`src/rtl/mig1_fetch_if.sv`:
```
`default_nettype none
// ============================================================================
// Module   : mig1_fetch_if
// Purpose  : Fetch-unit bundle: ROM port, redirect request and decode handoff.
// Revision : 1.0  initial release
// ============================================================================
interface mig1_fetch_if #(
    parameter int IMEM_ADDR_WIDTH = 8
);
    logic [IMEM_ADDR_WIDTH-1:0] imem_addr;
    logic [31:0]                imem_data;
    logic                       redirect_valid;
    logic [IMEM_ADDR_WIDTH-1:0] redirect_pc;
    logic                       inst_valid;
    logic [31:0]                inst_data;
    logic [IMEM_ADDR_WIDTH-1:0] inst_pc;
    logic                       inst_ready;

    modport master (
        output imem_addr,
        input  imem_data,
        input  redirect_valid,
        input  redirect_pc,
        output inst_valid,
        output inst_data,
        output inst_pc,
        input  inst_ready
    );

    modport slave (
        input  imem_addr,
        output imem_data,
        output redirect_valid,
        output redirect_pc,
        input  inst_valid,
        input  inst_data,
        input  inst_pc,
        output inst_ready
    );
endinterface
`default_nettype wire

```
`src/rtl/mig1_fetch.sv`:
```
`default_nettype none
// ============================================================================
// Module   : mig1_fetch
// Purpose  : Mig1 instruction fetch: credit-based ROM issue, buffer FIFO,
//            valid/ready handoff to decode, branch redirect with flush.
// Options  : MIG1_FETCH_TRACE_EN enables pop/redirect trace and delivered count.
// Revision : 1.0  initial release
// ============================================================================
module mig1_fetch #(
    parameter int IMEM_ADDR_WIDTH = 8,
    parameter int FIFO_DEPTH      = 4,
    parameter int RESET_PC        = 0
) (
    input  wire logic    clk,
    input  wire logic    reset,
    mig1_fetch_if.master bus
);
    localparam int c_PTR_W = $clog2(FIFO_DEPTH);
    localparam int c_CNT_W = c_PTR_W + 1;
    localparam logic [IMEM_ADDR_WIDTH-1:0] c_RESET_PC   = IMEM_ADDR_WIDTH'(RESET_PC);
    localparam logic [IMEM_ADDR_WIDTH-1:0] c_PC_STEP    = IMEM_ADDR_WIDTH'(4);
    localparam logic [IMEM_ADDR_WIDTH-1:0] c_ALIGN_MASK = IMEM_ADDR_WIDTH'(3);
    localparam logic [c_CNT_W:0]           c_DEPTH      = (c_CNT_W + 1)'(FIFO_DEPTH);

    logic [IMEM_ADDR_WIDTH-1:0] r_fetch_pc;
    logic [IMEM_ADDR_WIDTH-1:0] r_pending_pc;
    logic                       r_pending;
    logic [31:0]                r_mem_data [FIFO_DEPTH];
    logic [IMEM_ADDR_WIDTH-1:0] r_mem_pc   [FIFO_DEPTH];
    logic [c_PTR_W-1:0]         r_wr_ptr;
    logic [c_PTR_W-1:0]         r_rd_ptr;
    logic [c_CNT_W-1:0]         r_count;
    logic [31:0]                r_last_data;
    logic [IMEM_ADDR_WIDTH-1:0] r_last_pc;

    logic                       w_empty;
    logic                       w_can_issue;
    logic                       w_push;
    logic                       w_pop;
    logic [31:0]                w_head_data;
    logic [IMEM_ADDR_WIDTH-1:0] w_head_pc;
    logic [IMEM_ADDR_WIDTH-1:0] w_redirect_target;

    // Credit counts the in-flight ROM read so a capture can never overflow the FIFO.
    assign w_empty           = (r_count == '0);
    assign w_can_issue       = ({1'b0, r_count} + {{c_CNT_W{1'b0}}, r_pending}) < c_DEPTH;
    assign w_push            = r_pending;
    assign w_pop             = !w_empty && bus.inst_ready;
    assign w_head_data       = r_mem_data[r_rd_ptr];
    assign w_head_pc         = r_mem_pc[r_rd_ptr];
    assign w_redirect_target = bus.redirect_pc & ~c_ALIGN_MASK;

    assign bus.imem_addr  = r_fetch_pc;
    assign bus.inst_valid = !w_empty;
    assign bus.inst_data  = w_empty ? r_last_data : w_head_data;
    assign bus.inst_pc    = w_empty ? r_last_pc   : w_head_pc;

    always_ff @(posedge clk) begin
        if (w_push) begin
            r_mem_data[r_wr_ptr] <= bus.imem_data;
            r_mem_pc[r_wr_ptr]   <= r_pending_pc;
        end
    end

    always_ff @(posedge clk) begin
        if (reset) begin
            r_fetch_pc   <= c_RESET_PC;
            r_pending_pc <= '0;
            r_pending    <= 1'b0;
            r_wr_ptr     <= '0;
            r_rd_ptr     <= '0;
            r_count      <= '0;
            r_last_data  <= '0;
            r_last_pc    <= '0;
        end else begin
            // Remember the visible head so outputs hold steady once the FIFO drains.
            if (!w_empty) begin
                r_last_data <= w_head_data;
                r_last_pc   <= w_head_pc;
            end
            if (bus.redirect_valid) begin
                r_fetch_pc <= w_redirect_target;
                r_pending  <= 1'b0;
                r_wr_ptr   <= '0;
                r_rd_ptr   <= '0;
                r_count    <= '0;
            end else begin
                r_pending <= w_can_issue;
                if (w_can_issue) begin
                    r_pending_pc <= r_fetch_pc;
                    r_fetch_pc   <= r_fetch_pc + c_PC_STEP;
                end
                if (w_push) begin
                    r_wr_ptr <= r_wr_ptr + c_PTR_W'(1);
                end
                if (w_pop) begin
                    r_rd_ptr <= r_rd_ptr + c_PTR_W'(1);
                end
                case ({w_push, w_pop})
                    2'b10:   r_count <= r_count + c_CNT_W'(1);
                    2'b01:   r_count <= r_count - c_CNT_W'(1);
                    default: r_count <= r_count;
                endcase
            end
        end
    end

`ifndef SYNTHESIS
    a_no_push_when_full : assert property (@(posedge clk) disable iff (reset)
        w_push |-> ({1'b0, r_count} < c_DEPTH));
`endif

`ifdef MIG1_FETCH_TRACE_EN
    logic [31:0] r_delivered_cnt;

    always_ff @(posedge clk) begin
        if (reset) begin
            r_delivered_cnt <= '0;
        end else begin
            if (w_pop) begin
                $display("fetch: pc=%h inst=%h", w_head_pc, w_head_data);
                r_delivered_cnt <= r_delivered_cnt + 32'd1;
            end
            if (bus.redirect_valid) begin
                $display("fetch: redirect %h flushed %0d", w_redirect_target,
                         r_count - c_CNT_W'(w_pop));
            end
        end
    end
`endif

endmodule
`default_nettype wire

```
`src/flat_wrapper.sv`:
```
// flat-port wrapper written by rule: the top's interface ports become plain ports
module mig1_fetch_flat 
#(
    parameter int IMEM_ADDR_WIDTH = 8,
    parameter int FIFO_DEPTH      = 4,
    parameter int RESET_PC        = 0
)
  (clk, reset, bus_imem_addr, bus_imem_data, bus_redirect_valid, bus_redirect_pc, bus_inst_valid, bus_inst_data, bus_inst_pc, bus_inst_ready);
  mig1_fetch_if #(.IMEM_ADDR_WIDTH(IMEM_ADDR_WIDTH)) bus_i ();
  input  wire logic clk;
  input  wire logic reset;
  output wire logic [$bits(bus_i.imem_addr)-1:0] bus_imem_addr;
  input wire logic [$bits(bus_i.imem_data)-1:0] bus_imem_data;
  input wire logic [$bits(bus_i.redirect_valid)-1:0] bus_redirect_valid;
  input wire logic [$bits(bus_i.redirect_pc)-1:0] bus_redirect_pc;
  output wire logic [$bits(bus_i.inst_valid)-1:0] bus_inst_valid;
  output wire logic [$bits(bus_i.inst_data)-1:0] bus_inst_data;
  output wire logic [$bits(bus_i.inst_pc)-1:0] bus_inst_pc;
  input wire logic [$bits(bus_i.inst_ready)-1:0] bus_inst_ready;
  assign bus_imem_addr = bus_i.imem_addr;
  assign bus_i.imem_data = bus_imem_data;
  assign bus_i.redirect_valid = bus_redirect_valid;
  assign bus_i.redirect_pc = bus_redirect_pc;
  assign bus_inst_valid = bus_i.inst_valid;
  assign bus_inst_data = bus_i.inst_data;
  assign bus_inst_pc = bus_i.inst_pc;
  assign bus_i.inst_ready = bus_inst_ready;
  mig1_fetch #(.IMEM_ADDR_WIDTH(IMEM_ADDR_WIDTH), .FIFO_DEPTH(FIFO_DEPTH), .RESET_PC(RESET_PC)) u_core (.clk(clk), .reset(reset), .bus(bus_i));
endmodule
```
`config.mk`:
```
export PLATFORM = sky130hd
export DESIGN_NAME = mig1_fetch_flat
export DESIGN_NICKNAME = d
export VERILOG_FILES = /design/src/rtl/mig1_fetch_if.sv /design/src/rtl/mig1_fetch.sv /design/src/flat_wrapper.sv
export SDC_FILE = /design/constraint.sdc
export NUM_CORES = 1
export LEC_CHECK = 0
export CAP_MARGIN = 10
export CORE_MARGIN = 1.5
export CORE_UTILIZATION = 55
export DETAILED_ROUTE_END_ITERATION = 10
export GPL_ROUTABILITY_DRIVEN = 0
export GPL_TIMING_DRIVEN = 0
export PLACE_DENSITY = 0.9
export SLEW_MARGIN = 20
export SYNTH_ARGS = -nofsm -noshare
export SYNTH_HDL_FRONTEND = slang
export SYNTH_SLANG_ARGS = --single-unit
```
`constraint.sdc`:
```
create_clock -name clk -period 2.55 [get_ports clk]
set_input_delay 0.51 -clock clk [delete_from_list [all_inputs] [get_ports clk]]
set_output_delay 0.51 -clock clk [all_outputs]
set_load 0.1 [all_outputs]
```
==> metrics.txt, run 1 <==
Clock Power Share 0.370; most frequent CP cell buf_12; total wire length 17.9 mm; Pwr Total 0.00777 W; dominant cells by area after synthesis edfxtp_1 (56%), dfxtp_1 (15%), mux4_2 (11%); #FFs+latches synth 214; critical path class reg2out; IO Port Bufs 87; CTS root buf clkbuf_16; Worst-path clk slew 0.06 ns; critical path fanouts, max 6; Sw Share 0.249; worst skew pair latency 0.50 ns; R2R depth 9; critical path, cell by cell buf_12, buf_12, mux4_2, mux2_4, buf_12; Mapped Cells 451; Synth area leader edfxtp_1; power density over the cells 741 nW/um^2; Async S/R FF share, synth 0; diode count 0; Hold Path Stages 2; Critical-path top delay cell mux4_2; clock skew 0.00816 ns; Synth top area share 0.564; period utilization 1.06; fin util 0.727; Hold WS 0.443 ns; worst r2r dst u_core.r_count[2]; DP HPWL 10.2 mm; Final Hold Fails 0; Vias/cell 5.77; failing checks negative setup slack; hold crit path type in2reg; WL/cell 23.2 um; Synthesis Warnings 0; core area 14400 um^2; CTS tree done; die area 15400 um^2; gr usage total 0.225; Slew headroom 0.355; Max VDD drop 0.482 mV; Synth Area per Inst 17.9 um^2; Final Max Slew Viols 0; RSZ-0062 raised after global routing true; first-pass GRT wire length 26.6 mm; transition time of the tightest slew-check pin 0.972 ns; Rows 44; # Max-Cap Violations 0; setup slack on the worst flop-to-flop path 0.44 ns; top_reg_cell synth edfxtp_1; Layout Nets 626; placed cell areas 9290 um^2; register share of total power 0.494; Worst path max stage delay 0.55 ns; layout cells sized above 1 0.312; synth unique cells 40; largest net degree at the start of global routing 22; Peak Freq 371 MHz; Hold-fix buffers, CTS 0; Psw 0.00194 W; register area share after synthesis 0.717; H-tree depth 1; Fin Setup TNS -2.79 ns; initial antenna violation count 0; Worst EP required 2.04 ns; Pre-antenna DRT Iters 4; post-route design area 10500 um^2; CTS max path bufs 3; Worst EP arrival 2.18 ns; PnR worst setup slack -0.143 ns; Initial Utilization 0.561; Tmin final 2.69 ns; Via Count 4469; Congestion Overflow GR 0; Internal Dissipation 0.00583 W; Inserted Clock Buffers 21; combinational share of power 0.136; I/O pins 93; Setup Viol. Count Final 38; number of nets with antenna violations after routing 0; Die Span X 124 um; P&R area growth vs syn 29.6%; Setup crit end kind primary output; Initial DRC Count 535; Residual DRC 0; vias in the first global route 4853; Die Y 124 um; worst hold path startpoint reset; Leak 3.66 nW; clk sinks 214; cell area after synthesis 8090 um^2; status finished with violations; Post-synth EDFFs 152; startpoint types flop; hold path endpoint u_core.r_last_data[15]; reg2reg start u_core.r_count[0]
Yosys cell counts, types with 2 or more instances:
master / count
o21ai_0: 9
buf_4: 2
clkbuf_1: 9
or3_1: 3
nor3_1: 3
dfxtp_1: 62
a311oi_1: 4
and2_1: 6
inv_1: 10
a211oi_1: 2
nand4b_1: 2
edfxtp_1: 152
nor2_1: 12
nor3b_1: 2
buf_2: 12
a21oi_1: 8
mux4_2: 38
a2111oi_0: 2
xor2_1: 4
xnor2_1: 2
mux2_2: 35
o31ai_1: 2
nor2b_1: 38
buf_6: 3
mux2_1: 3
nand2_1: 7
ha_1: 6
registers in the layout, summed over array words and instances, names as in the netlist, named ones only:
register,cells
u_core.bus.imem_addr,6
u_core.r_count,3
u_core.r_last_data,32
u_core.r_last_pc,8
u_core.r_mem_data,128
u_core.r_mem_pc,24
u_core.r_pending,1
u_core.r_pending_pc,6
u_core.r_rd_ptr,2
u_core.r_wr_ptr,2
critical path: cells and delay by family, from the launching register on:
family	cells	cell delay [ns]
mux	2	0.87
buf+inv	3	0.44
flops	1	0.36
worst max path at each step:
stage	endpoint	cells after the start	startpoint	slack, ns
6_report	bus_inst_data[3]	5	flop	-0.14
5_1_grt	bus_inst_data[3]	5	flop	-0.16
4_1_cts	bus_inst_data[12]	6	flop	-0.15
3_5_place_dp	bus_inst_data[9]	5	flop	-0.53
3_3_place_gp	bus_inst_pc[4]	4	flop	-0.51
2_1_floorplan	bus_inst_data[27]	3	flop	0.23
cell families (layout without fill, tap and decap cells):
logic type / count (synthesis) / in the layout / synth area share
buffers and inverters: 37 / 175 / 0.0227
other: 1 / 2 / 0.000463
AOI/OAI and AO/OA: 30 / 30 / 0.0247
DFF: 214 / 214 / 0.717
and+or+nand+nor: 79 / 79 / 0.0564
adders and majority gates: 7 / 7 / 0.0118
muxes: 77 / 77 / 0.160
xor gates and xnor gates: 6 / 6 / 0.00649
placed cells by master (no fill, tap or decap), types with 12 or more instances in the layout:
cell,count
edfxtp_1,152
dfxtp_1,61
clkdlybuf4s50_1,40
mux4_2,38
nor2b_1,38
buf_12,36
mux2_4,28
clkbuf_16,22
buf_4,17
clkbuf_1,15
nor2_1,12
power groups by stage:
| stage | Sequential, W | Clock (W) | Combinational [W] |
|---|---|---|---|
| detailed placement | 0.00391 | 0 | 0.000896 |
| global placement | 0.00390 | 0 | 0.000870 |
| floorplan | 0.00395 | 0 | 0.000588 |
| global route | 0.00384 | 0.00305 | 0.00108 |
| finish | 0.00384 | 0.00287 | 0.00105 |
| CTS | 0.00383 | 0.00289 | 0.000990 |
per-layer routing:
metal	wire, um	vias to the layer above	share of wire	track usage
li1	-	1967	-	-
met1	6670	2256	0.37	0.276
met2	9680	207	0.54	0.401
met3	1140	39	0.063	0.0464
met4	462	0	0.026	0.0669
met5	0	-	0	0
area by class of cell:
type                            count  area [um^2]
Sequential cell                   214         5810
Fill cell                         812         3940
Multi-Input combinational cell    201         2220
Timing Repair Buffer              100         1330
Clock buffer                       32          607
Tap cell                          184          230
Buffer                             26          213
Inverter                           11         41.3
Clock inverter                      6         35.0
what timing repair did:
item,CTS,global route
pin swaps,0,0
setup endpoints to repair,47,39
gates resized for setup,342,45
setup buffers,6,3
gates cloned,1,1
stage by stage:
stage / setup WS [ns] / cells
after floorplan: 0.233 / 452
after global placement: -0.512 / 723
after detailed placement: -0.530 / 727
after CTS: -0.150 / 772
after global routing: -0.164 / 774
final: -0.143 / 774
No activity file was read; power rests on OpenSTA's default activity.
==> inputs of run 2 (changes only) <==
Clock period 2.55 ns to 2.7 ns, I/O delays scaled along.
==> run 2 against run 1 <==
The run still ends with negative setup slack left. Register-to-register slack improved by 0.17 ns. Flip-flop and latch count did not move. First-iteration DRC count shrank 7.3%. Wire length decreased by 2.4%. Critical path type unchanged. Critical endpoint is now bus_inst_data[9].
==> metrics.txt, run 2 (synthesis gave the netlist of run 1 again) <==
status finished with violations; failing checks negative setup slack; CTS root buf clkbuf_16; number of nets with antenna violations after routing 0; Hold Path Stages 1; P&R area growth vs syn 28.3%; Inserted Clock Buffers 21; layer with the highest usage met2; DP HPWL 10.2 mm; Congestion Overflow GR 0; critical path class reg2out; Worst-path clk slew 0.06 ns; H-tree depth 1; Die Span X 124 um; Peak Freq 364 MHz; Sequential Area 5810 um^2; Inst Count DP 727; max reg flops 128; Rows 44; WL/cell 22.7 um; Tmin final 2.75 ns; RSZ-0062 raised after global routing true; Setup Viol. Count Final 2; total wire length 17.5 mm; reg2reg start u_core.r_count[0]; diode count 0; startpoint types flop; Max VDD drop 0.428 mV; Top reg by flops u_core.r_mem_data; Initial DRC Count 496; Hold WS 0.479 ns; commonest non-fill, non-tap cell in the layout edfxtp_1; first-pass GRT wire length 25.2 mm; Final Max Slew Viols 0; met3 Use GR 0.0451; die area 15400 um^2; vias in the first global route 4668; Leak 3.64 nW; PnR worst setup slack -0.0482 ns; worst skew pair latency 0.49 ns; GR Layer Usage met1 0.272; worst hold path startpoint u_core.r_last_pc[0]; Worst EP required 2.16 ns; clk sinks 214; met2 Use GR 0.361; IO Port Bufs 87; registers with the most flip-flops u_core.r_mem_data x128, u_core.r_last_data x32, u_core.r_mem_pc x24; initial antenna violation count 0; Vias/cell 5.82; largest net degree at the start of global routing 22; Via Count 4488; Die Y 124 um; CTS max path bufs 3; Setup crit end kind primary output; transition time of the tightest slew-check pin 0.983 ns; period utilization 1.02; Final Hold Fails 0; I/O pins 93; hold crit path type reg2reg; Slew headroom 0.343; power density over the cells 703 nW/um^2; gr usage total 0.211; pre-CTS WS -0.410 ns; most frequent cells in the layout edfxtp_1 (152), dfxtp_1 (61), clkdlybuf4s50_1 (43); critical path fanouts, max 8; fin util 0.720; Worst EP arrival 2.21 ns; Initial Utilization 0.561; Layout Nets 623; R2R depth 9; layout cells sized above 1 0.308; # Max-Cap Violations 0; final non-filler cell total 771; Residual DRC 0; clock skew 0.00783 ns; area of the multi-input gates 2200 um^2; core area 14400 um^2; CTS tree done; Pre-antenna DRT Iters 5; fill count 807
[run 2: changes by cell type in the layout (fill, tap and decap cells not counted), sizes merged]
cell           previous run  this run
buf                      68        61
dlygate4sd2               6         0
clkbuf                   42        45
clkdlybuf4s50            40        43
dlymetal6s2s              0         3
clkdlybuf4s18             0         1
[run 2: power breakdown]
part	switching (W)	internal (W)
clock network	0.00116	0.00155
registers	0.0000370	0.00359
logic	0.000623	0.000345
total	0.00182	0.00549
[run 2: metal layers]
metal  routed length [um]  share of wire
met3                 1230          0.070
met1                 6850           0.39
met2                 8970           0.51
met4                  477          0.027
met5                    0              0
[run 2: cell type report]
cell class,instances,share of cell area
buffer,26,0.0198
clock buffer,32,0.0584
clock inverter,6,0.00337
inverter,11,0.00398
multi-input combinational,201,0.212
sequential,214,0.559
tap,184,0.0222
timing repair buffer,97,0.121
[run 2: path summary, 6_finish.rpt]
| kind | to | slack, ns |
|---|---|---|
| min reg2reg | u_core.r_last_pc[0] | 0.48 |
| max | bus_inst_data[9] | -0.05 |
| max reg2reg | u_core.r_count[2] | 0.61 |
| min | u_core.r_last_pc[0] | 0.48 |
[run 2: critical path, stage by stage, from the launching register on]
cell     delay, ns
dfxtp_2       0.36
buf_12        0.16
buf_12        0.14
mux4_2        0.54
mux2_4        0.33
buf_12        0.18
[run 2: repair_timing]
item,4_1_cts,5_1_grt
setup buffers,2,2
pin swaps,0,1
setup endpoints to repair,41,40
resized for setup,282,77
hold buffers,0,0
gates cloned,0,2
[run 2: stage by stage]
stage	TNS, ns	power (W)	instance area (um^2)
global route	-1.01	0.00750	10400
finish	-0.0506	0.00730	10400
detailed placement	-13.68	0.00454	9290
floorplan	0	0.00429	8100
global placement	-12.89	0.00451	9200
CTS	-0.0266	0.00723	10000
